--- config.mk ---
export PLATFORM = sky130hd
export DESIGN_NAME = syn_sram_acc_arb
export DESIGN_NICKNAME = d
export VERILOG_FILES = /design/src/rtl/syn_global_pkg.sv /design/src/rtl/syn_sram_arb_tag_fifo.sv /design/src/rtl/syn_sram_acc_arb.sv
export SDC_FILE = /design/constraint.sdc
export NUM_CORES = 1
export LEC_CHECK = 0
export ABC_AREA = 1
export CORE_MARGIN = 4
export CORE_UTILIZATION = 25
export DETAILED_ROUTE_END_ITERATION = 10
export GPL_TIMING_DRIVEN = 0
export SLEW_MARGIN = 20
export SYNTH_ARGS = -nofsm -noshare
export SYNTH_HDL_FRONTEND = slang
export SYNTH_SLANG_ARGS = --single-unit
--- constraint.sdc ---
create_clock -name clk_ir -period 1.96 [get_ports clk_ir]
set_input_delay 0.392 -clock clk_ir [delete_from_list [all_inputs] [get_ports clk_ir]]
set_output_delay 0.392 -clock clk_ir [all_outputs]
set_load 0.05 [all_outputs]
--- src/rtl/syn_global_pkg.sv ---
// Shared SRAM bus constants and types for the VCORTEX SRAM path.
// Owner tags identify which requester issued an outstanding read.
package syn_global_pkg;

    localparam int SRAM_ADDR_W = 18;
    localparam int SRAM_DATA_W = 16;

    typedef enum logic {
        ARB_OWNER_GPU = 1'b0,
        ARB_OWNER_VGA = 1'b1
    } arb_owner_t;

endpackage

--- src/rtl/syn_sram_arb_tag_fifo.sv ---
// Owner-tag FIFO: remembers who issued each outstanding SRAM read,
// popped in issue order as read data comes back.
module syn_sram_arb_tag_fifo
    import syn_global_pkg::*;
#(
    parameter int DEPTH = 4,
    parameter int CW    = $clog2(DEPTH) + 1
)(
    input  logic          clk,
    input  logic          rst_n,
    input  logic          i_push,
    input  arb_owner_t    i_owner,
    input  logic          i_pop,
    output arb_owner_t    o_owner,
    output logic          o_full,
    output logic          o_empty,
    output logic [CW-1:0] o_count
);

    localparam int AW = $clog2(DEPTH);

    arb_owner_t    r_mem [DEPTH];
    logic [AW-1:0] r_wp;
    logic [AW-1:0] r_rp;
    logic [CW-1:0] r_cnt;

    assign o_owner = r_mem[r_rp];
    assign o_full  = (r_cnt == CW'(DEPTH));
    assign o_empty = (r_cnt == '0);
    assign o_count = r_cnt;

    // Storage, pointers and occupancy; push and pop may coincide.
    always_ff @(posedge clk or negedge rst_n) begin
        if (!rst_n) begin
            for (int i = 0; i < DEPTH; i++) begin
                r_mem[i] <= ARB_OWNER_GPU;
            end
            r_wp  <= '0;
            r_rp  <= '0;
            r_cnt <= '0;
        end else begin
            if (i_push) begin
                r_mem[r_wp] <= i_owner;
                r_wp        <= r_wp + AW'(1);
            end
            if (i_pop) begin
                r_rp <= r_rp + AW'(1);
            end
            unique case ({i_push, i_pop})
                2'b10:   r_cnt <= r_cnt + CW'(1);
                2'b01:   r_cnt <= r_cnt - CW'(1);
                default: r_cnt <= r_cnt;
            endcase
        end
    end

endmodule

--- src/rtl/syn_sram_acc_arb.sv ---
// VGA/GPU arbiter for the SRAM memory driver: VGA has priority,
// GPU gets a forced slot after a VGA burst, reads routed back by tag.
module syn_sram_acc_arb
    import syn_global_pkg::*;
#(
    parameter int ADDR_W        = SRAM_ADDR_W,
    parameter int DATA_W        = SRAM_DATA_W,
    parameter int RD_TAG_DEPTH  = 4,
    parameter int VGA_BURST_MAX = 8
)(
    input  logic              clk_ir,
    input  logic              rst_sync_l,
    input  logic              vga_rd_en,
    input  logic              vga_wr_en,
    input  logic [ADDR_W-1:0] vga_addr,
    input  logic [DATA_W-1:0] vga_wr_data,
    output logic              vga_ready,
    output logic              vga_rd_valid,
    output logic [DATA_W-1:0] vga_rd_data,
    input  logic              gpu_rd_en,
    input  logic              gpu_wr_en,
    input  logic [ADDR_W-1:0] gpu_addr,
    input  logic [DATA_W-1:0] gpu_wr_data,
    output logic              gpu_ready,
    output logic              gpu_rd_valid,
    output logic [DATA_W-1:0] gpu_rd_data,
    output logic              mem_rd_en,
    output logic              mem_wr_en,
    output logic [ADDR_W-1:0] mem_addr,
    output logic [DATA_W-1:0] mem_wr_data,
    input  logic              mem_ready,
    input  logic              mem_rd_valid,
    input  logic [DATA_W-1:0] mem_rd_data,
    output logic              tag_underflow_err,
    output logic              req_conflict_err
);

    localparam int BW = $clog2(VGA_BURST_MAX + 1);
    localparam int CW = $clog2(RD_TAG_DEPTH) + 1;

    logic [BW-1:0] r_burst;
    logic          r_vga_v;
    logic          r_gpu_v;
    logic [DATA_W-1:0] r_rd_data;
    logic          r_udf;
    logic          r_cnf;

    logic          w_vga_pend;
    logic          w_gpu_pend;
    logic          w_vga_rd;
    logic          w_gpu_rd;
    logic          w_burst_max;
    logic          w_gnt_vga;
    logic          w_gnt_gpu;
    logic          w_vga_xfer;
    logic          w_gpu_xfer;
    logic          w_tag_full;
    logic          w_tag_empty;
    logic [CW-1:0] w_tag_cnt;
    arb_owner_t    w_tag_out;
    arb_owner_t    w_owner;
    logic          w_pop;
    logic          w_conflict;

    // A write beats a simultaneous read on the same requester.
    assign w_vga_pend = vga_rd_en | vga_wr_en;
    assign w_gpu_pend = gpu_rd_en | gpu_wr_en;
    assign w_vga_rd   = vga_rd_en & ~vga_wr_en;
    assign w_gpu_rd   = gpu_rd_en & ~gpu_wr_en;
    assign w_conflict = (vga_rd_en & vga_wr_en)
                      | (gpu_rd_en & gpu_wr_en);

    assign w_burst_max = (r_burst == BW'(VGA_BURST_MAX));

    // Held in reset, nobody is granted so every command output is 0.
    assign w_gnt_gpu = rst_sync_l & w_gpu_pend
                     & (~w_vga_pend | w_burst_max);
    assign w_gnt_vga = rst_sync_l & w_vga_pend & ~w_gnt_gpu;

    // A full tag FIFO stalls only the granted read; no grant handover.
    assign vga_ready = w_gnt_vga & mem_ready
                     & ~(w_vga_rd & w_tag_full);
    assign gpu_ready = w_gnt_gpu & mem_ready
                     & ~(w_gpu_rd & w_tag_full);

    assign w_vga_xfer = w_vga_pend & vga_ready;
    assign w_gpu_xfer = w_gpu_pend & gpu_ready;

    assign mem_rd_en = (w_vga_xfer & w_vga_rd)
                     | (w_gpu_xfer & w_gpu_rd);
    assign mem_wr_en = (w_vga_xfer & vga_wr_en)
                     | (w_gpu_xfer & gpu_wr_en);

    assign w_owner = w_gnt_vga ? ARB_OWNER_VGA : ARB_OWNER_GPU;
    assign w_pop   = mem_rd_valid & ~w_tag_empty;

    // Address/data follow the granted requester with no added latency.
    always_comb begin
        mem_addr    = '0;
        mem_wr_data = '0;
        if (w_gnt_vga) begin
            mem_addr    = vga_addr;
            mem_wr_data = vga_wr_data;
        end else if (w_gnt_gpu) begin
            mem_addr    = gpu_addr;
            mem_wr_data = gpu_wr_data;
        end
    end

    syn_sram_arb_tag_fifo #(
        .DEPTH (RD_TAG_DEPTH),
        .CW    (CW)
    ) u_tag_fifo (
        .clk     (clk_ir),
        .rst_n   (rst_sync_l),
        .i_push  (mem_rd_en),
        .i_owner (w_owner),
        .i_pop   (w_pop),
        .o_owner (w_tag_out),
        .o_full  (w_tag_full),
        .o_empty (w_tag_empty),
        .o_count (w_tag_cnt)
    );

    // Count VGA wins while GPU waits; reset when GPU is served or idle.
    always_ff @(posedge clk_ir or negedge rst_sync_l) begin
        if (!rst_sync_l) begin
            r_burst <= '0;
        end else if (!w_gpu_pend || w_gpu_xfer) begin
            r_burst <= '0;
        end else if (w_vga_xfer && !w_burst_max) begin
            r_burst <= r_burst + BW'(1);
        end
    end

    // Registered read return, steered by the oldest owner tag.
    always_ff @(posedge clk_ir or negedge rst_sync_l) begin
        if (!rst_sync_l) begin
            r_vga_v   <= 1'b0;
            r_gpu_v   <= 1'b0;
            r_rd_data <= '0;
        end else begin
            r_vga_v <= w_pop & (w_tag_out == ARB_OWNER_VGA);
            r_gpu_v <= w_pop & (w_tag_out == ARB_OWNER_GPU);
            if (mem_rd_valid) begin
                r_rd_data <= mem_rd_data;
            end
        end
    end

    // Sticky protocol error flags.
    always_ff @(posedge clk_ir or negedge rst_sync_l) begin
        if (!rst_sync_l) begin
            r_udf <= 1'b0;
            r_cnf <= 1'b0;
        end else begin
            if (mem_rd_valid && w_tag_cnt == '0) begin
                r_udf <= 1'b1;
            end
            if (w_conflict) begin
                r_cnf <= 1'b1;
            end
        end
    end

    assign vga_rd_valid      = r_vga_v;
    assign gpu_rd_valid      = r_gpu_v;
    assign vga_rd_data       = r_rd_data;
    assign gpu_rd_data       = r_rd_data;
    assign tag_underflow_err = r_udf;
    assign req_conflict_err  = r_cnf;

endmodule
==> qor.yml <==
outcome: "finished with violations"
violations: "setup timing"
dp_hpwl_microns: 6130
hold_path.class: "primary input to async pin"
synth_common_cells: "35 x dfrtp_1, 34 x a32o_1, 33 x nand2_1, 22 x inv_1, 18 x buf_4"
htreeDepth: 2
nets: 520
synthArstFlopShare_pct: 100
avgSynthCellArea_sq_um: 9.76
setup_viol: 39
io_buffers: 164
required_ps: 1570
num_rows: 34
ys_seq_area_share_pct: 39.3
yosys.cell_types.count: 30
n_antenna_cell: 0
grt_max_degree: 22
die_w_microns: 102
initialDrtViolationCount: 79
initial_core_util_pct: 25.6
ios: 166
globalRoute.totalOverflow: 0
routed_wl_microns: 7800
viasPerCell: 4.62
timing.final.crit_period_ps: 2240
critPathMaxFanout: 7
grt_pass1_vias: 2468
clock_path_buffers: 2
crit_path_end_kind: "output pin"
seqCellArea_sq_um: 876
clkLatencyLatePin_ps: 280
synth_most_common_cell: "dfrtp_1"
clk_pin_slew_ps: 70
ys_warn_count: 0
period_share_pct: 114
reg2reg_from: "r_burst[0]$_DFFE_PN0P_"
vias: 2444
timing.fmax_mhz: 447
syn2layout_area_growth_pct: 102
crit_path_start: "r_burst[0]$_DFFE_PN0P_"
synth-edff-count: 0
die_h_microns: 102
antenna_found_initial: 0
synth_flop_cell: "dfrtp_1"
maxSlewHeadroom_pct: 50.9
cts_tree: "done"
netlist_area_sq_mm: 0.00223
finalMaxSlewViolations: 0
dp.cells: 501
drtPass1Iterations: 4
gp_congestion: 0.811
filler_cell_count: 840
worstMarginPinSlew_ps: 734
drc: 0
total_power_w: 0.00328
power_density_mw_per_mm2: 731
synth_cells: 228
max-vdd-ir-drop_v: 0.000346
multi_input_area_sq_mm: 0.00118
finalInstanceArea_sq_mm: 0.00449
p_leak_nw: 2.25
reg2reg_depth: 14
cts-root-buf: "clkbuf_8"
critPathKind: "flip-flop to output pin"
crit_arrival_ps: 1850
wl_per_cell_microns: 14.7
fin_hold_ws_ps: 15.7
hold_viol: 0
core_area_sq_mm: 0.00868
synth_area_leaders: "dfrtp_1 39%, a32o_1 15%, mux2_2 8.1%"
ant_nets: 0
fin_cells: 529
yosys.area.top_type: "dfrtp_1"
placed_area_sq_mm: 0.00409
startpoint_type: "flip-flop"
final_util_pct: 51.7
die-area_sq_mm: 0.0105
cts_buffers: 5
skew_ps: 7.20
grt.total_usage_pct: 14.5
drive_above_1_share_pct: 39.4
synth_nets: 328
fin_ws_ps: -279
ys_ff_latch: 35
grt_pass1_wl_microns: 11900
rsz0062_at_grt: "true"
synth.top_cell.area_share_pct: 39.3
max_cap_violations: 0
cts_sinks: 35
-- final cells by class --
type / count / share of cell area (%)
Timing Repair Buffer: 185 / 42.2
Multi-Input combinational cell: 141 / 26.4
Clock buffer: 7 / 1.70
Inverter: 23 / 2.04
Buffer: 29 / 5.02
Tap cell: 108 / 3.01
Sequential cell: 35 / 19.5
Clock inverter: 1 / 0.112
-- cell usage in the layout, fill, tap and decap left out, types with 2 or more instances in the layout --
cell type and count:
nor2_4 2, a21oi_1 2, xor2_1 4, clkdlybuf4s50_1 105
nand2_4 2, nand3_1 12, dfrtp_1 35, buf_2 4
nor2_2 2, nand2_1 32, buf_8 10, nor2_1 9
a32o_1 4, dlymetal6s2s_1 13, inv_1 18, nand3_2 3
inv_4 2, mux2_2 16, a32o_2 30, dlygate4sd2_1 7
ha_4 2, clkbuf_1 2, buf_6 24, clkbuf_8 6
ha_1 5, inv_2 3, o21ai_2 2, o21ai_0 2
buf_4 45, clkbuf_2 3
-- sequential cells by signal (all words and copies together) (netlist names) --
name / flops
gpu_rd_data: 16
gpu_rd_valid: 1
r_burst: 4
req_conflict_err: 1
tag_underflow_err: 1
u_tag_fifo.o_count: 3
u_tag_fifo.r_mem: 4
u_tag_fifo.r_rp: 2
u_tag_fifo.r_wp: 2
vga_rd_valid: 1
-- cell families after synthesis --
family / count (synthesis) / share of synthesized area (%)
buffers and inverters: 52 / 12.6
xor gates and xnor gates: 5 / 1.97
and+or+nand+nor: 67 / 14.5
adders and majority gates: 8 / 4.83
muxes: 16 / 8.09
DFF: 35 / 39.3
AOI/OAI and AO/OA: 45 / 18.6
-- critical path: stages, from the launching register on --
cell	delay [ps]
dfrtp_1	400
inv_2	90
ha_4	140
nand3_4	80
nand2_4	110
a21oi_4	80
buf_6	140
buf_8	120
a32o_2	240
buf_8	150
-- power breakdown --
group          switching, W  leakage [nW]  internal [W]  total [W]
Combinational       0.00101          1.79      0.000772    0.00178
Clock              0.000249        0.0422      0.000249   0.000498
Sequential         0.000116         0.422      0.000888    0.00100
Total               0.00137          2.25       0.00191    0.00328
-- through the flow --
stage / setup TNS [ps] / setup WS, ps
finish: -8580 / -279
global placement: -133370 / -2640
floorplan: -207 / -133
CTS: -8470 / -279
global route: -12680 / -371
detailed placement: -46040 / -1210
-- per-layer routing --
metal,vias to the layer above,GRT usage [%],routed length (microns)
li1,1183,-,-
met5,-,0,0
met2,125,25.5,3760
met1,1124,16.0,2980
met4,0,4.84,170
met3,12,5.67,891
-- repair_timing --
action | in CTS | in global routing
resized for setup | 293 | 23
setup buffers | 14 | 3
endpoints found under the hold margin | 16 | 0
pin swaps | 10 | 9
hold buffers | 1 | 0
setup endpoints to repair | 44 | 53
gates cloned | 2 | 0
-- worst paths after layout --
path | to | slack, ps
setup reg to reg | u_tag_fifo.o_count[2]$_DFFE_PN0P_ | -200
min in group clk_ir | u_tag_fifo.r_rp[1]$_DFFE_PN0P_ | 480
hold reg to reg | u_tag_fifo.r_rp[1]$_DFFE_PN0P_ | 480
hold / removal | gpu_rd_data[4]$_DFFE_PN0P_ | 20
setup / recovery | mem_wr_data[9] | -280
max in group asynchronous | req_conflict_err$_DFFE_PN0P_ | 780
Power figures use the tool's default switching activity.
